===== src/rtl/gate_vec_checker_settle_timer.sv =====
// Settle timer: loads SETTLE_CYCLES-1 and counts down to zero, so a vector
// applied on the load edge has been stable for SETTLE_CYCLES cycles by the
// time the zero flag lets the FSM move to sampling.
module settle_timer #(
    parameter int SETTLE_CYCLES = 4,
    localparam int W = $clog2(SETTLE_CYCLES + 1)
) (
    input  logic clk,
    input  logic rst,
    input  logic load,
    input  logic dec,
    output logic zero
);

    localparam logic [W-1:0] RELOAD = W'(SETTLE_CYCLES - 1);

    logic [W-1:0] count;

    // Load has priority over decrement; the count never wraps below zero.
    always_ff @(posedge clk) begin
        if (rst) begin
            count <= '0;
        end else if (load) begin
            count <= RELOAD;
        end else if (dec && (count != '0)) begin
            count <= count - 1'b1;
        end
    end

    assign zero = (count == '0);

endmodule


===== config.mk =====
export PLATFORM = sky130hd
export DESIGN_NAME = settle_timer
export DESIGN_NICKNAME = d
export VERILOG_FILES = /design/src/rtl/gate_vec_checker_settle_timer.sv
export SDC_FILE = /design/constraint.sdc
export NUM_CORES = 1
export LEC_CHECK = 0
export CORE_AREA = 5 5 42 44
export CTS_BUF_LIST = sky130_fd_sc_hd__clkbuf_8
export CTS_CLUSTER_SIZE = 25
export DETAILED_ROUTE_END_ITERATION = 8
export DIE_AREA = 0 0 47 49
export DONT_BUFFER_PORTS = 1
export PLACE_DENSITY = 0.3
export SLEW_MARGIN = 20
export SYNTH_ARGS = -nofsm -noshare
export SYNTH_HDL_FRONTEND = slang
export SYNTH_SLANG_ARGS = --single-unit
export TNS_END_PERCENT = 100

===== constraint.sdc =====
create_clock -name clk -period 1.5 [get_ports clk]
set_clock_uncertainty 0.15 [all_clocks]
set_input_delay 0.3 -clock clk [delete_from_list [all_inputs] [get_ports clk]]
set_output_delay 0.3 -clock clk [all_outputs]
set_load 0.01 [all_outputs]

After elaboration in Yosys (flattened, before gate mapping)
Index checks and enable logic that the tools add are counted.

word-level totals
  output and inout port bits = 1
  input bits = 4
  flip-flop bits (word level) = 3

cells by class
  multiplexer cells = 2
  add/subtract/negate cells = 1
  reduce and logical (&&, ||, !) cells = 5

operators by type and width
  kind                   number
  $mux W2                2
  $logic_not A3 Y1       1
  $reduce_bool A3 Y1     1
  $sub A3 B1 Y3 const B  1
  $reduce_bool A2 Y1     1
  $reduce_or A2 Y1       1
  $logic_and A1 B1 Y1    1

Depth between registers and ports, before layout
  depth in word-level cells = 4
  gate-level depth with buffers = 5
  gate-level depth less buffers = 5

Worst setup path after synthesis
OpenSTA, ideal clock, no wires.

  kind = flip-flop to flip-flop
  from = register count[0]
  to = register count[2]
  path buffers = 0
  arrival = 1325 ps
  library setup time = 100 ps
  path slack = -75 ps
  stages on the path, launching flop included = 6
  path through = dfxtp_1 inv_1 ha_1 ha_1 nand2b_2 a2111oi_4

between the ends
  word-level cells in the longest chain between the ends = 2
  elaborated cells between the ends (all ways) = 3
  classes of those cells = 1 x add/sub; 2 x reduce/logical

RTL lines
  what                                                                   line  text
  start, declared                                                        17    logic [W-1:0] count;
  start signal, assigned                                                 26    count <= count - 1'b1;
  parallel branches: the longest is 2 deep, another holds $sub A3 B1 Y3  n/a

Parallel ways; which one is timed is not known.
A chain may end at the register's enable or synchronous reset.

Worst setup path in the final report
  from = register count[0]
  to = output port zero

between the ends
  word-level cells in the longest chain between the ends = 1

RTL lines
  what              line  text
  $logic_not A3 Y1  30    assign zero = (count == '0);
  end, declared     12    output logic zero

Every way passes these cells.

==> run_results.csv <==
group,metric,value,unit
floorplan,core,1401,sq um
finish,layout.nets,33,
floorplan,initial_core_util,13.12,%
finish,drive_gt1_share,57.69,%
sta,slew_violations,0,
place,placed_cells,36,
logic_synthesis,synth_top_area_share,32.65,%
worst_setup_path,critPathMaxFanout,5,
place,post_dp_cell_area,234.0,sq um
worst_setup_path,critical-path-slowest-cell,"dfxtp_2",
worst_setup_path,startpoint_type,"flip-flop",
clock_tree,path_clk_slew,30,ps
sta,fmax,0.6798,GHz
floorplan,fp.dieH,49,um
floorplan,ios,5,
logic_synthesis,yosysTopAreaCell,"dfxtp_1",
floorplan,std_cell_rows,14,
global_route,grt_max_degree,6,
logic_synthesis,synthCells,17,
finish,insertedDiodeCount,0,
sta,fin_ws,29.00,ps
clock_tree,root_buffer,"clkbuf_8",
global_route,grt_antenna_before_repair,0,
clock_tree,cts_buffer_depth,2,
worst_setup_path,cp_data_required_time,1050,ps
logic_synthesis,yosysSeqAreaShare,32.65,%
clock_tree,clock_latency,210,ps
worst_setup_path,cp_top_family,"flip-flops",
global_route,grt_pass1_wl,772,um
logic_synthesis,synth_edf_count,0,
finish,post-route-util,23.48,%
worst_hold_path,hold_path_class,"in -> reg",
worst_setup_path,worst_setup_path_end_kind,"output pin",
run_status,run_status,"finished, final reports clean",
clock_tree,h-tree-depth,1,
logic_synthesis,synth-main-ff-cell,"dfxtp_1",
routing,antenna_left,0,
place,gp_congestion,0.6460,
clock_tree,clock-sinks,3,
routing,vias,161,
logic_synthesis,synthArstFlopShare,0,%
power_and_ir_drop,peakVddDrop,0.0004361,V
worst_setup_path,critPathBufInv,2,
place,port_buffers,0,
sta,worstMarginPinSlew,270.4,ps
routing,routedWlPerCell,10.62,um
routing,drc_errors,0,
logic_synthesis,ys_types,9,
finish,stdcell_count,42,
power_and_ir_drop,powerDensity,1224,nW/um^2
finish,largest_register_ffs,3,
global_route,grt_pass1_vias,186,
worst_setup_path,critical_path_class,"reg -> out",
clock_tree,numCtsBuffers,3,
worst_setup_path,cpPeakStageDelay,320,ps
floorplan,die_x,47,um
logic_synthesis,mappedNetlistNets,23,
finish,final_area,329.1,sq um
floorplan,dieArea,2303,sq um
sta,grt_setup_unrepaired,"yes",
sta,hold_viol_final,0,
routing,vias_per_cell,3.833,
worst_setup_path,path_common_cell,"ha_4",
finish,fillers,160,
finish,syn_to_final_growth,78.91,%
finish,regMostFlops,"count",
place,preCtsSetupSlack,-33.48,ps
power_and_ir_drop,power_leakage,0.1278,nW
logic_synthesis,ys_seq_elements,3,
routing,routed_wl,446,um
logic_synthesis,avgSynthCellArea,10.82,sq um
logic_synthesis,synth_common_cells,"dfxtp_1 (3), inv_1 (3)",
logic_synthesis,synth_area,183.9,sq um
global_route,grt_overflow,0,
sta,min_period,1471,ps
worst_setup_path,crit_path_cell_trace,"inv_2 -> ha_4 -> ha_4 -> buf_6",
worst_setup_path,arrival,1020,ps
routing,first_pass_iters,1,
sta,maxSlewHeadroom,81.73,%
clock_tree,cts_tree,"built",
logic_synthesis,yosys_warnings,0,
global_route,track_usage,4.919,%
clock_tree,post_cts_buffers,0,
sta,timing.final.crit_share,98.07,%
power_and_ir_drop,total_power,0.4027,mW
logic_synthesis,synthTopCellsByArea,"dfxtp_1 (33%), a2111oi_4 (15%), ha_1 (14%)",
finish,reg_top3,"count: 3 flops",
place,dpl.hpwl,313.1,um
sta,setup_viol_count_final,0,
routing,drt_iter0_drc,0,
flow_run,drv_cap,0,
==> layout make-up <==
type,instances,area [sq um],share of cell area [%]
multi-input combinational,11,143.9,43.73
sequential,3,62.56,19.01
timing repair buffer,5,46.29,14.07
clock buffer,3,41.29,12.55
tap,16,20.02,6.084
inverter,3,11.26,3.422
clock inverter,1,3.754,1.141
==> worst register-to-register path, cell delays in order (launching register included) <==
cell	delay, ps
dfxtp_2	320
inv_2	40
ha_4	150
ha_4	200
and3b_2	220
a2111oi_4	260
==> timing repair <==
action	in CTS	in global routing
resized for setup	5	4
endpoints found under the setup margin	2	3
hold endpoints to repair	2	1
hold buffers	1	1
pin swaps	1	3
==> where the power goes <==
group	switching [mW]	internal, mW	total, mW
clock network	0.0510	0.174	0.225
logic	0.0338	0.0515	0.0853
registers	0.00392	0.0885	0.0924
total	0.0887	0.314	0.403
==> per-stage QoR <==
| step | setup TNS, ps | hold slack [ps] |
|---|---|---|
| after floorplan | 0 | 214.3 |
| after global placement | -18.22 | 216.0 |
| after detailed placement | -33.48 | 217.1 |
| after CTS | 0 | 1.028 |
| after global routing | -23.55 | 3.026 |
| final | 0 | 12.89 |
==> cells in the final DEF, fill, tap and decap left out <==
cell type	netlist	routed
inv_1	3	2
buf_6	0	1
dfxtp_1	3	1
a2111oi_4	1	1
a211oi_1	2	2
nand2b_4	0	1
clkbuf_8	0	3
inv_2	0	2
buf_4	0	2
ha_4	0	2
dlygate4sd3_1	0	2
and3b_2	0	1
nor2_1	2	2
nor4bb_1	2	2
dfxtp_2	0	2
==> per-layer routing <==
layer	vias up	share of wire (%)	global-route usage (%)
met5	-	0	0
met4	0	0	2.765
met3	0	8.5	3.690
met1	76	33	4.148
li1	80	-	-
met2	5	59	7.919
==> cell families (layout without fill, tap and decap cells) <==
logic type / Yosys count / in the layout / share of synthesized area (%)
AOI/OAI and AO/OA: 3 / 3 / 23.13
adders and majority gates: 2 / 2 / 13.60
buffers and inverters: 3 / 12 / 6.122
and+or+nand+nor: 6 / 6 / 24.49
DFF: 3 / 3 / 32.65
==> final timing paths <==
path	from	endpoint	slack (ps)	depth (start not counted)
worst max register to register	count[0]	count[2]	60	5
worst min-delay path	load	count[2]	10	1
worst max-delay path	count[0]	zero	30	4
worst min register to register	count[2]	count[2]	420	2
No activity file was read; power rests on OpenSTA's default activity.
